File: config.mk
export PLATFORM = sky130hd
export DESIGN_NAME = mvm_seq_ctrl_flat
export DESIGN_NICKNAME = d
export VERILOG_FILES = /design/src/rtl/mvm_seq_ctrl_if.sv /design/src/rtl/mvm_seq_ctrl.sv /design/src/flat_wrapper.sv
export SDC_FILE = /design/constraint.sdc
export NUM_CORES = 1
export LEC_CHECK = 0
export ABC_AREA = 1
export CORE_ASPECT_RATIO = 2
export CORE_MARGIN = 4
export CORE_UTILIZATION = 57
export CTS_BUF_LIST = sky130_fd_sc_hd__clkbuf_2
export DETAILED_ROUTE_END_ITERATION = 8
export GPL_ROUTABILITY_DRIVEN = 0
export PLACE_DENSITY_LB_ADDON = 0.15
export SETUP_SLACK_MARGIN = 0.2
export SLEW_MARGIN = 30
export SYNTH_ARGS = -nofsm -noshare
export SYNTH_HDL_FRONTEND = slang
export SYNTH_SLANG_ARGS = --single-unit
File: constraint.sdc
create_clock -name clk -period 2.2 [get_ports clk]
set_input_delay 0.55 -clock clk [delete_from_list [all_inputs] [get_ports clk]]
set_output_delay 0.55 -clock clk [all_outputs]
set_load 0.02 [all_outputs]
File: src/rtl/mvm_seq_ctrl_if.sv
// rtl/mvm_seq_ctrl_if.sv - word stream, result stream and datapath handshake bundle for mvm_seq_ctrl
interface mvm_seq_ctrl_if #(
    parameter int B = 8
);
    logic [B-1:0]   in_data;
    logic           in_valid;
    logic           in_ready;
    logic           keep_matrix;
    logic [2*B-1:0] out_data;
    logic           out_valid;
    logic           out_ready;
    logic           mvm_load_matrix;
    logic           mvm_load_vector;
    logic           mvm_start;
    logic [B-1:0]   mvm_data_in;
    logic           mvm_done;
    logic [2*B-1:0] mvm_data_out;
    logic           busy;
    logic           err;

    modport slave (
        input  in_data, in_valid, keep_matrix, out_ready, mvm_done, mvm_data_out,
        output in_ready, out_data, out_valid, mvm_load_matrix, mvm_load_vector,
               mvm_start, mvm_data_in, busy, err
    );

    modport master (
        output in_data, in_valid, keep_matrix, out_ready, mvm_done, mvm_data_out,
        input  in_ready, out_data, out_valid, mvm_load_matrix, mvm_load_vector,
               mvm_start, mvm_data_in, busy, err
    );
endinterface

File: src/rtl/mvm_seq_ctrl.sv
// rtl/mvm_seq_ctrl.sv - sequencer feeding matrix/vector words to an MVM datapath and buffering its K results
module mvm_seq_ctrl #(
    parameter int K       = 20,
    parameter int B       = 8,
    parameter int OUT_LAT = 1
) (
    input  logic          clk,
    input  logic          reset,
    mvm_seq_ctrl_if.slave bus
);
    localparam int WCW = $clog2(K*K+1);
    localparam int CCW = $clog2(K+OUT_LAT+1);
    localparam int PW  = (K > 1) ? $clog2(K) : 1;
    localparam int NW  = $clog2(K+1);

    localparam logic [WCW-1:0] MAT_LAST = WCW'(K*K-1);
    localparam logic [WCW-1:0] VEC_LAST = WCW'(K-1);
    localparam logic [CCW-1:0] CAP_LAST = CCW'(OUT_LAT+K-2);
    localparam logic [CCW:0]   CAP_FROM = (CCW+1)'(OUT_LAT);
    localparam logic [CCW:0]   CAP_ONE  = (CCW+1)'(1);
    localparam logic [PW-1:0]  PTR_LAST = PW'(K-1);

    typedef enum logic [3:0] {
        S_IDLE, S_PULSE_M, S_LOAD_M, S_PULSE_V, S_LOAD_V,
        S_WAIT_OUT, S_START, S_RUN, S_CAPTURE
    } state_t;

    state_t          r_state;
    state_t          w_next;
    logic [WCW-1:0]  r_wcnt;
    logic [CCW-1:0]  r_ccnt;
    logic            r_mat_loaded;
    logic            r_err;

    logic [2*B-1:0]  r_mem [K];
    logic [PW-1:0]   r_wr_ptr;
    logic [PW-1:0]   r_rd_ptr;
    logic [NW-1:0]   r_count;

    logic            w_in_ready;
    logic            w_load_m;
    logic            w_load_v;
    logic            w_start;
    logic [B-1:0]    w_data_in;
    logic            w_push;
    logic            w_pop;
    logic            w_fifo_empty;

    assign w_fifo_empty = (r_count == '0);
    assign w_pop        = !w_fifo_empty && bus.out_ready;

    always_ff @(posedge clk) begin
        if (reset) r_state <= S_IDLE;
        else       r_state <= w_next;
    end

    always_comb begin
        w_next = r_state;
        case (r_state)
            S_IDLE:     if (bus.in_valid)
                            w_next = (bus.keep_matrix && r_mat_loaded) ? S_PULSE_V : S_PULSE_M;
            S_PULSE_M:  w_next = S_LOAD_M;
            S_LOAD_M:   if (!bus.in_valid)          w_next = S_IDLE;
                        else if (r_wcnt == MAT_LAST) w_next = S_PULSE_V;
            S_PULSE_V:  w_next = S_LOAD_V;
            S_LOAD_V:   if (!bus.in_valid)          w_next = S_IDLE;
                        else if (r_wcnt == VEC_LAST) w_next = S_WAIT_OUT;
            // An empty FIFO here is what lets CAPTURE push all K results unconditionally.
            S_WAIT_OUT: if (w_fifo_empty) w_next = S_START;
            S_START:    w_next = S_RUN;
            S_RUN:      if (bus.mvm_done) w_next = S_CAPTURE;
            S_CAPTURE:  if (r_ccnt == CAP_LAST) w_next = S_IDLE;
            default:    w_next = S_IDLE;
        endcase
    end

    always_comb begin
        w_in_ready = 1'b0;
        w_load_m   = 1'b0;
        w_load_v   = 1'b0;
        w_start    = 1'b0;
        w_data_in  = '0;
        w_push     = 1'b0;
        case (r_state)
            S_PULSE_M: w_load_m = 1'b1;
            S_PULSE_V: w_load_v = 1'b1;
            S_LOAD_M, S_LOAD_V: begin
                w_in_ready = 1'b1;
                w_data_in  = bus.in_data;
            end
            S_START:   w_start = 1'b1;
            // The first OUT_LAT-1 capture cycles are the datapath's output latency.
            S_CAPTURE: w_push = (({1'b0, r_ccnt} + CAP_ONE) >= CAP_FROM);
            default: ;
        endcase
    end

    always_ff @(posedge clk) begin
        if (reset) begin
            r_wcnt       <= '0;
            r_ccnt       <= '0;
            r_mat_loaded <= 1'b0;
            r_err        <= 1'b0;
        end else begin
            case (r_state)
                S_PULSE_M, S_PULSE_V: r_wcnt <= '0;
                S_LOAD_M: begin
                    if (!bus.in_valid) begin
                        r_err        <= 1'b1;
                        r_mat_loaded <= 1'b0;
                    end else begin
                        r_wcnt <= r_wcnt + 1'b1;
                        if (r_wcnt == MAT_LAST) r_mat_loaded <= 1'b1;
                    end
                end
                S_LOAD_V: begin
                    if (!bus.in_valid) begin
                        r_err        <= 1'b1;
                        r_mat_loaded <= 1'b0;
                    end else begin
                        r_wcnt <= r_wcnt + 1'b1;
                    end
                end
                S_RUN:     r_ccnt <= '0;
                S_CAPTURE: r_ccnt <= r_ccnt + 1'b1;
                default: ;
            endcase
        end
    end

    always_ff @(posedge clk) begin
        if (reset) begin
            r_wr_ptr <= '0;
            r_rd_ptr <= '0;
            r_count  <= '0;
        end else begin
            if (w_push) r_wr_ptr <= (r_wr_ptr == PTR_LAST) ? '0 : r_wr_ptr + 1'b1;
            if (w_pop)  r_rd_ptr <= (r_rd_ptr == PTR_LAST) ? '0 : r_rd_ptr + 1'b1;
            case ({w_push, w_pop})
                2'b10:   r_count <= r_count + 1'b1;
                2'b01:   r_count <= r_count - 1'b1;
                default: r_count <= r_count;
            endcase
        end
    end

    always_ff @(posedge clk) begin
        if (w_push) r_mem[r_wr_ptr] <= bus.mvm_data_out;
    end

    assign bus.in_ready        = w_in_ready;
    assign bus.mvm_load_matrix = w_load_m;
    assign bus.mvm_load_vector = w_load_v;
    assign bus.mvm_start       = w_start;
    assign bus.mvm_data_in     = w_data_in;
    assign bus.out_valid       = !w_fifo_empty;
    assign bus.out_data        = r_mem[r_rd_ptr];
    assign bus.busy            = (r_state != S_IDLE);
    assign bus.err             = r_err;
endmodule

File: src/flat_wrapper.sv
// flat-port wrapper written by rule: the top's interface ports become plain ports
module mvm_seq_ctrl_flat 
#(
    parameter int K       = 20,
    parameter int B       = 8,
    parameter int OUT_LAT = 1
)
  (clk, reset, bus_in_data, bus_in_valid, bus_keep_matrix, bus_out_ready, bus_mvm_done, bus_mvm_data_out, bus_in_ready, bus_out_data, bus_out_valid, bus_mvm_load_matrix, bus_mvm_load_vector, bus_mvm_start, bus_mvm_data_in, bus_busy, bus_err);
  mvm_seq_ctrl_if #(.B(B)) bus_i ();
  input  logic clk;
  input  logic reset;
  input wire logic [$bits(bus_i.in_data)-1:0] bus_in_data;
  input wire logic [$bits(bus_i.in_valid)-1:0] bus_in_valid;
  input wire logic [$bits(bus_i.keep_matrix)-1:0] bus_keep_matrix;
  input wire logic [$bits(bus_i.out_ready)-1:0] bus_out_ready;
  input wire logic [$bits(bus_i.mvm_done)-1:0] bus_mvm_done;
  input wire logic [$bits(bus_i.mvm_data_out)-1:0] bus_mvm_data_out;
  output wire logic [$bits(bus_i.in_ready)-1:0] bus_in_ready;
  output wire logic [$bits(bus_i.out_data)-1:0] bus_out_data;
  output wire logic [$bits(bus_i.out_valid)-1:0] bus_out_valid;
  output wire logic [$bits(bus_i.mvm_load_matrix)-1:0] bus_mvm_load_matrix;
  output wire logic [$bits(bus_i.mvm_load_vector)-1:0] bus_mvm_load_vector;
  output wire logic [$bits(bus_i.mvm_start)-1:0] bus_mvm_start;
  output wire logic [$bits(bus_i.mvm_data_in)-1:0] bus_mvm_data_in;
  output wire logic [$bits(bus_i.busy)-1:0] bus_busy;
  output wire logic [$bits(bus_i.err)-1:0] bus_err;
  assign bus_i.in_data = bus_in_data;
  assign bus_i.in_valid = bus_in_valid;
  assign bus_i.keep_matrix = bus_keep_matrix;
  assign bus_i.out_ready = bus_out_ready;
  assign bus_i.mvm_done = bus_mvm_done;
  assign bus_i.mvm_data_out = bus_mvm_data_out;
  assign bus_in_ready = bus_i.in_ready;
  assign bus_out_data = bus_i.out_data;
  assign bus_out_valid = bus_i.out_valid;
  assign bus_mvm_load_matrix = bus_i.mvm_load_matrix;
  assign bus_mvm_load_vector = bus_i.mvm_load_vector;
  assign bus_mvm_start = bus_i.mvm_start;
  assign bus_mvm_data_in = bus_i.mvm_data_in;
  assign bus_busy = bus_i.busy;
  assign bus_err = bus_i.err;
  mvm_seq_ctrl #(.K(K), .B(B), .OUT_LAT(OUT_LAT)) u_core (.clk(clk), .reset(reset), .bus(bus_i));
endmodule
==> results.yml, run 1 <==
run_status:
  outcome: "finished, violations left"
  violations: "setup timing"
clocking:
  cts.sinks: 360
  htree_levels: 3
  cts_buffers: 73
  cts_hold_buf: 0
  root_buffer: "clkbuf_2"
  clock_latency_ns: 0.95
  cts_tree: "yes"
  clkSlewWorstSetupHoldPaths_ns: 0.13
  cts_max_path_buffers: 3
cells_and_area:
  drive_gt1_share_pct: 32.0
  nets: 1721
  fillers: 1505
  area_growth_pct: 34.8
  final_util_pct: 77.6
power_and_ir_drop:
  p_comb_share_pct: 46.0
  power_density_mw_per_mm2: 1060
  power_leakage_nw: 7.72
  seq_power_share_pct: 35.9
  irDropWorstVdd_mv: 0.834
  intPower_mw: 13.5
  swShare_pct: 37.1
  p_switching_mw: 8.00
  p_clk_share_pct: 18.1
logic_synthesis:
  yosysTopAreaCell: "edfxtp_1"
  yosysWarnings: 0
  synth_area_leaders: "edfxtp_1 (64%), nand2_1 (10%), nand3_1 (7.4%)"
  synth_top_cell_area_share_pct: 63.8
  synth-edff-count: 320
  synth_area_per_cell_um2: 10.8
  async_reset_ff_share_pct: 0
  yosysSeqAreaShare_pct: 69.1
  synthCells: 1396
  synth_nets: 1439
  synthFlopType: "edfxtp_1"
  ys_types: 34
  syn_area_mm2: 0.0151
  ys_ff_latch: 360
route:
  dr.first_iter.drc_count: 1048
  drc: 0
  ant_nets: 0
  via_per_inst: 5.88
  routedWlPerCell_um: 22.3
  first_pass_iters: 5
  drt_wl_total_mm: 46.2
  via_count: 12200
worst_setup_path:
  critPathCaptureType: "output port"
  crit_family: "buffers and inverters"
  crit_type: "flip-flop to output port"
  cp_slowest_cell: "dfxtp_4"
  cp_max_fo: 6
  start_kind: "flip-flop"
  r2r-start: "u_core.r_state[1]"
  worstPathRequired_ns: 1.65
  crit_chain: "buf_12 -> buf_8 -> buf_4 -> nand2_1 -> nand3_1 -> nand3_1 -> nand2_1 -> nand2_2 -> a31oi_2 -> buf_4"
  slowest_delay_ns: 0.46
  arrival_ns: 2.59
  cp_num_buf_inv: 4
sta:
  period_share_pct: 143
  setup_viol: 237
  clock_skew_ns: 0.0653
  fin_crit_ns: 3.14
  setup_slack_ns: -0.945
  hold_viol_final: 0
  relSlewSlack_pct: 47.8
  rsz0062_at_grt: "true"
  setup_tns_ns: -31.12
  fmax_ghz: 0.318
  finalMaxSlewViolations: 0
  worstMarginPinSlew_ns: 0.781
global_route:
  antenna_found_initial: 1
  grt-ovfl-total: 0
  grt_start_max_net_pins: 28
  track_usage_pct: 30.9
  first_global_vias: 12200
  grt_pass1_wl_mm: 66.8
floorplanning:
  chipHeight_um: 238
  ios: 61
  die_area_mm2: 0.0293
  core_mm2: 0.0262
  num_rows: 84
  die_w_um: 123
  start_util_pct: 57.6
min_path:
  worstHoldStart: "bus_mvm_data_out[9]"
  holdCritPathClass: "input pin to flip-flop"
place:
  port_buffers: 60
  dp_hpwl_mm: 26.0
job:
  cap_violations: 0
[kinds of logic after synthesis]
family | Yosys count | synth area share (%)
flip-flops | 360 | 69.1
AO/OA/AOI/OAI | 111 | 4.06
XOR/XNOR | 8 | 0.465
AND/OR/NAND/NOR | 771 | 21.7
buffers and inverters | 133 | 3.59
adder cells (fa/ha/maj) | 13 | 1.08
[registers in the layout (all words and copies together) (netlist names), named ones only]
| name | flops |
|---|---|
| u_core.bus.err | 1 |
| u_core.r_wcnt | 9 |
| u_core.r_state | 4 |
| u_core.r_ccnt | 5 |
| u_core.r_mat_loaded | 1 |
| u_core.r_rd_ptr | 5 |
| u_core.r_wr_ptr | 5 |
| u_core.r_count | 5 |
| u_core.r_mem | 320 |
[worst reg2reg max path: stages (launching register included)]
cell and delay, ns:
dfxtp_4 0.39, buf_6 0.13, inv_8 0.06, nand2_4 0.06, nor2_4 0.17, nand2_2 0.10, inv_2 0.09, nand2_4 0.06
nand3_4 0.09, inv_4 0.04, ha_4 0.19, xor2_4 0.18, ha_4 0.16, inv_2 0.04, nand2_4 0.06, nand3_2 0.09
nand2_1 0.07, nand2_1 0.05, nand2_1 0.06, nand2_1 0.06, a21oi_2 0.11
[power by group through the flow]
stage          registers (mW)  clock network [mW]  logic, mW
2_1_floorplan            7.78                   0       4.01
3_3_place_gp             7.82                   0       6.74
3_5_place_dp             7.83                   0       6.84
5_1_grt                  7.76                4.31       10.6
4_1_cts                  7.71                3.92       8.58
6_report                 7.75                3.89       9.91
[timing repair]
action	in CTS	in global routing
pin swaps	63	70
buffers inserted	42	28
endpoints found under the setup margin	317	340
gates resized for setup	342	127
hold endpoints to repair	0	0
gates cloned	16	6
[cell type report]
class	count	area, um2	share of cell area [%]
Clock buffer	109	546	2.69
Clock inverter	18	100	0.493
Timing Repair inverter	1	11.3	0.0554
Sequential cell	360	10500	51.4
Antenna cell	1	2.50	0.0123
Inverter	65	282	1.39
Multi-Input combinational cell	903	5110	25.1
Tap cell	344	430	2.12
Timing Repair Buffer	274	3390	16.7
[final timing paths]
path | cells after the start | to | slack (ns)
min reg2reg | 2 | u_core.bus.err | 0.46
max reg2reg | 20 | u_core.r_count[4] | -0.18
min | 2 | u_core.r_mem[8][9] | 0.39
max | 10 | bus_out_data[6] | -0.94
[routing by layer]
metal	track usage (%)	up-vias	wire length, um
li1	-	5476	-
met1	32.5	5843	14500
met2	55.7	687	24700
met3	6.21	190	3720
met4	18.4	0	3230
met5	0	-	0
[through the flow]
stage | cells | hold slack, ns | worst slack (ns) | area, um2 | total power, mW
floorplan | 1396 | 0.453 | 0.0152 | 15200 | 11.8
global placement | 1855 | 0.442 | -0.306 | 17400 | 14.6
detailed placement | 1855 | 0.449 | -0.330 | 17400 | 14.7
CTS | 2040 | 0.289 | -0.954 | 19500 | 20.2
global route | 2075 | 0.326 | -1.02 | 20300 | 22.6
finish | 2075 | 0.386 | -0.945 | 20300 | 21.6
[cell usage in the layout, fill, tap and decap left out, drive strengths merged]
cell type      Yosys  layout
clkinvlp           0       1
bufinv             0       1
nor3               6       6
ha                13      13
o21a               1       1
a21boi             2       2
o22ai             16      16
dfxtp             40      40
clkinv             1      17
nand2            406     406
inv               64      65
o211ai             1       1
bufbuf             0       2
diode              0       1
nor3b              1       1
or2                2       2
clkdlybuf4s50      0      29
nand4             11      11
a31oi             16      16
o21bai             1       1
xor2               8       8
buf               31     236
a21oi             24      24
clkbuf            37     116
edfxtp           320     320
nand3            225     225
nor2             120     120
o21ai             50      50
[Yosys cell counts (3+ instances only)]
cell type / count
nand2_2: 5
a21oi_1: 24
nor2_1: 116
nand4_1: 11
edfxtp_1: 320
nand2_1: 401
buf_2: 27
nor2_2: 3
inv_1: 58
a31oi_1: 16
o22ai_1: 16
o21ai_0: 47
xor2_1: 8
ha_1: 13
nand3_1: 222
dfxtp_1: 40
inv_2: 6
nor3_1: 5
clkbuf_1: 37
Power figures use the tool's default switching activity.
==> inputs of run 2 (changes only) <==
CORE_UTILIZATION = 68   (was 57)
SETUP_SLACK_MARGIN = 0.1   (was 0.2)
clock period = 4.1 ns   (was 2.2 ns; I/O delays follow)
==> run 2 against run 1 <==
  * The flow now finishes without violations
  * Global-route usage is 0.98 points higher
  * Clock power decreased by 47%
  * Largest power group is now registers
  * Non-clock buffer count down 160
  * Worst setup slack improved by 1.1 ns
  * Clock-buffer cell count down 4
  * Largest cell class unchanged
==> results.yml, run 2 (synthesized netlist as in run 1, its figures left out) <==
global_route:
  grt-ovfl-total: 0
  grt_start_max_net_pins: 81
  first_global_vias: 11400
  antenna_found_initial: 2
  grt_pass1_wl_mm: 59.6
  track_usage_pct: 31.9
sta:
  fin_crit_ns: 3.94
  rsz0062_at_grt: "true"
  hold_viol_final: 0
  fmax_ghz: 0.254
  worstMarginPinSlew_ns: 0.743
  setup_tns_ns: 0
  setup_viol: 0
  relSlewSlack_pct: 50.3
  period_share_pct: 96.0
  finalMaxSlewViolations: 0
  setup_slack_ns: 0.164
  clock_skew_ns: 0.0662
floorplanning:
  die_area_mm2: 0.0248
  ios: 61
  num_rows: 76
  core_mm2: 0.0217
  die_w_um: 113
  chipHeight_um: 219
  start_util_pct: 69.5
worst_setup_path:
  start_kind: "flip-flop"
  crit_chain: "inv_8 -> buf_12 -> buf_4 -> nand2_1 -> nand3_1 -> nand3_1 -> nand2_1 -> nand2_1 -> a31oi_2 -> clkdlybuf4s15_2"
  crit_type: "flip-flop to output port"
  cp_common_cell: "nand2_1"
  worstPathRequired_ns: 3.07
  crit_family: "buffers and inverters"
  arrival_ns: 2.91
  cp_slowest_cell: "dfxtp_4"
  slowest_delay_ns: 0.44
  cp_max_fo: 25
  critPathCaptureType: "output port"
  cp_num_buf_inv: 4
min_path:
  holdCritPathClass: "flip-flop to flip-flop"
cells_and_area:
  fillers: 1384
  top_register: "u_core.r_mem"
  drive_gt1_share_pct: 14.7
  nets: 1560
  final_cell_mix: "nand2_1 (401), edfxtp_1 (320), nand3_1 (222), clkbuf_2 (107), nor2_1 (97)"
  area_growth_pct: 12.8
  largest_reg_flops: 320
  top_regs: "u_core.r_mem (320), u_core.r_wcnt (9)"
  final_common_cell: "nand2_1"
clocking:
  cts_max_path_buffers: 3
  root_buffer: "clkbuf_2"
  htree_levels: 3
  clkSlewWorstSetupHoldPaths_ns: 0.12
  clock_latency_ns: 0.90
  cts.sinks: 360
  cts_buffers: 73
  cts_tree: "yes"
power_and_ir_drop:
  power_leakage_nw: 6.39
  irDropWorstVdd_mv: 0.435
  power_density_mw_per_mm2: 563
route:
  via_count: 11200
  via_per_inst: 6.08
  drc: 0
  first_pass_iters: 6
  ant_nets: 0
  routedWlPerCell_um: 21.1
  dr.first_iter.drc_count: 1322
  drt_wl_total_mm: 39.0
place:
  port_buffers: 60
  dp_slack_ns: 0.395
  dp_hpwl_mm: 23.9
run_status:
  outcome: "finished clean"
job:
  cap_violations: 0
[run 2: changes by cell type in the layout (fill, tap and decap cells not counted), sizes merged]
cell / previous run / this run
buf: 236 / 54
bufbuf: 2 / 0
clkbuf: 116 / 108
clkdlybuf4s15: 0 / 8
clkdlybuf4s50: 29 / 44
clkinv: 17 / 24
diode: 1 / 2
dlygate4sd2: 0 / 5
inv: 65 / 66
[run 2: what timing repair did]
item                       CTS  global route
setup endpoints to repair   16            14
gates cloned                 0             1
resized for setup           42            14
hold buffers                 0             0
setup buffers                4             0
[run 2: worst reg2reg max path, cell delays in order (launching register included)]
cell and delay (ns):
dfxtp_1 0.46, ha_1 0.20, nand3_1 0.12, nand2_1 0.09, nand2_1 0.06, inv_2 0.07, nand2_2 0.09, nand3_4 0.15
nand2_1 0.21, nor2_2 0.62, buf_4 0.35
[run 2: routing by layer]
layer | up-vias | track usage, % | part of all wire [%]
met1 | 5263 | 36.1 | 33
li1 | 5124 | - | -
met4 | 2 | 17.3 | 5.1
met5 | - | 0 | 0.033
met3 | 154 | 5.85 | 9.3
met2 | 696 | 56.5 | 53
[run 2: worst paths after layout]
kind,from,to,slack (ns),cells after the start
max,flip-flop,bus_out_data[8],0.16,10
min,u_core.bus.err,u_core.bus.err,0.46,2
max reg2reg,u_core.r_ccnt[0],u_core.r_mem[6][8],1.34,10
min reg2reg,u_core.bus.err,u_core.bus.err,0.46,2
[run 2: through the flow]
stage	power [mW]	instances	cell area (um2)	util, %	hold slack (ns)
5_1_grt	10.1	1848	17000	78.4	0.496
3_5_place_dp	7.45	1710	16200	74.8	0.446
3_3_place_gp	7.35	1710	16200	74.8	0.437
6_report	9.58	1849	17000	78.4	0.465
4_1_cts	9.51	1846	17000	78.2	0.465
2_1_floorplan	6.26	1396	15100	-	0.453
[run 2: final cells by class]
cell class	count	area [um2]	share of cell area [%]
antenna	2	5.00	0.0294
clock buffer	105	526	3.09
clock inverter	27	143	0.839
inverter	65	260	1.53
multi-input combinational	903	4190	24.7
sequential	360	10400	61.3
tap	273	342	2.01
timing repair buffer	114	1120	6.59
[run 2: power breakdown]
group	leakage, nW	switching (mW)	internal (mW)
Clock	0.525	1.32	0.761
Combinational	2.66	2.18	1.17
Sequential	3.20	0.100	4.05
Total	6.39	3.60	5.98
==> inputs of run 3 (changes only) <==
GPL_ROUTABILITY_DRIVEN = 1   (was 0)
GPL_TIMING_DRIVEN = 0   (was not set)
==> run 3 against run 2 <==
  * Routed wire length up 5.2%
  * Sequential power down 1%
  * Clock skew up 0.0016 ns
  * Largest power group unchanged
  * Die area unchanged
  * Via count up 1.8%
  * Highest routed layer is now met4
==> results.yml, run 3 (synthesized netlist as in run 1, its figures left out) <==
place:
  dp_hpwl_mm: 28.6
  gp_congestion: 0.917
  port_buffers: 60
  dp_slack_ns: 0.512
  dp_cells: 1736
worst_setup_path:
  critPathCaptureType: "output port"
  crit_type: "flip-flop to output port"
  cp_max_fo: 10
  start_kind: "flip-flop"
  worstPathRequired_ns: 3.07
  arrival_ns: 2.98
power_and_ir_drop:
  seq_power_share_pct: 42.2
  p_comb_share_pct: 35.8
  power_leakage_nw: 6.34
  swShare_pct: 39.0
  p_clk_share_pct: 22.0
  intPower_mw: 5.94
  power_density_mw_per_mm2: 575
  irDropWorstVdd_mv: 0.488
  p_switching_mw: 3.79
global_route:
  grt_pass1_wl_mm: 62.3
  grt-ovfl-total: 0
  grt.busiest_layer: "met2"
  use_met3_pct: 5.99
  grt_use_met2_pct: 60.8
  antenna_found_initial: 1
  grt_start_max_net_pins: 21
  grt_util_met1_pct: 34.0
  first_global_vias: 11600
  track_usage_pct: 34.1
min_path:
  holdCritPathClass: "flip-flop to flip-flop"
sta:
  relSlewSlack_pct: 27.7
  setup_viol: 0
  rsz0062_at_grt: "true"
  worstMarginPinSlew_ns: 1.08
  fmax_ghz: 0.250
  period_share_pct: 97.7
  setup_tns_ns: 0
  hold_viol_final: 0
  setup_slack_ns: 0.0929
  hold_ws_ns: 0.460
  fin_crit_ns: 4.01
  finalMaxSlewViolations: 0
  clock_skew_ns: 0.0678
cells_and_area:
  area_growth_pct: 12.3
  final_cell_mix: "nand2_1 (399), edfxtp_1 (320), nand3_1 (222), clkbuf_2 (119), nor2_1 (97)"
  instances_no_fill: 1874
  final_common_cell: "nand2_1"
  top_regs: "u_core.r_mem (320), u_core.r_wcnt (9)"
  final_util_pct: 78.1
  drive_gt1_share_pct: 14.8
  nets: 1583
  largest_reg_flops: 320
  top_register: "u_core.r_mem"
floorplanning:
  chipHeight_um: 219
  start_util_pct: 69.5
  num_rows: 76
  die_area_mm2: 0.0248
  die_w_um: 113
  core_mm2: 0.0217
  ios: 61
route:
  dr.first_iter.drc_count: 1315
  via_count: 11400
  drc: 0
  via_per_inst: 6.11
  drt_wl_total_mm: 41.1
  routedWlPerCell_um: 21.9
  ant_nets: 0
  first_pass_iters: 6
clocking:
  root_buffer: "clkbuf_2"
  cts_tree: "yes"
  cts_buffers: 75
  cts_hold_buf: 0
  clkSlewWorstSetupHoldPaths_ns: 0.11
  cts.sinks: 360
  htree_levels: 3
  clock_latency_ns: 0.94
  cts_max_path_buffers: 3
job:
  cap_violations: 0
run_status:
  outcome: "finished clean"
run 3: cell count changes in the layout (fill, tap and decap cells not counted), moves of 3 or more:
cell,previous run,this run
clkbuf_1,0,17
clkinv_1,12,27
clkbuf_2,107,119
a31oi_1,12,9
buf_6,3,12
buf_12,4,0
clkbuf_4,0,5
buf_4,44,13
buf_2,0,19
a31oi_2,4,7
clkdlybuf4s50_1,44,41
clkdlybuf4s15_2,6,2
dlygate4sd2_1,5,0
run 3: through the flow:
| stage | total power, mW | instance area [um2] |
|---|---|---|
| final | 9.73 | 16900 |
| after global routing | 10.3 | 16900 |
| after floorplan | 6.26 | 15100 |
| after CTS | 9.64 | 16900 |
| after detailed placement | 7.55 | 16200 |
| after global placement | 7.42 | 16000 |
run 3: area by class of cell:
type,instances,area [um2]
flip-flops and latches,360,10400
fillers,1360,4750
multi-input cells,903,4230
repair buffers,67,604
clock buffers,96,480
plain buffers,68,395
well taps,273,342
inverters,65,245
clock inverters,41,219
diodes,1,2.50
run 3: critical path, cell delays in order, from the launching register on:
cell and delay (ns):
dfxtp_1 0.31, buf_4 0.19, clkinv_2 0.14, buf_8 0.19
buf_6 0.18, nand2_1 0.06, nand3_1 0.11, nand3_1 0.16
nand2_1 0.12, nand2_1 0.07, a31oi_1 0.24, clkdlybuf4s15_2 0.30
run 3: final timing paths:
check / to / cells after the start / slack, ns / from
worst max-delay path: bus_out_data[15] / 11 / 0.09 / flip-flop
worst min-delay path: u_core.bus.err / 2 / 0.46 / u_core.bus.err
worst max register to register: u_core.r_count[4] / 18 / 1.32 / u_core.r_ccnt[0]
worst min register to register: u_core.bus.err / 2 / 0.46 / u_core.bus.err
run 3: what timing repair did:
action | in CTS | in global routing
setup buffers | 0 | 0
endpoints found under the setup margin | 16 | 14
pin swaps | 2 | 3
gates cloned | 0 | 0
gates resized for setup | 95 | 43
run 3: power by group through the flow:
stage	combinational, mW	sequential (mW)	clock [mW]
after floorplan	2.08	4.17	0
after global placement	3.23	4.18	0
after detailed placement	3.36	4.19	0
after CTS	3.38	4.10	2.15
after global routing	3.79	4.11	2.36
final	3.48	4.11	2.15
run 3: per-layer routing:
layer	share of wire, %	up-vias
met5	0	-
met4	9.2	0
met1	30	5342
met3	7.6	210
met2	54	709
li1	-	5185
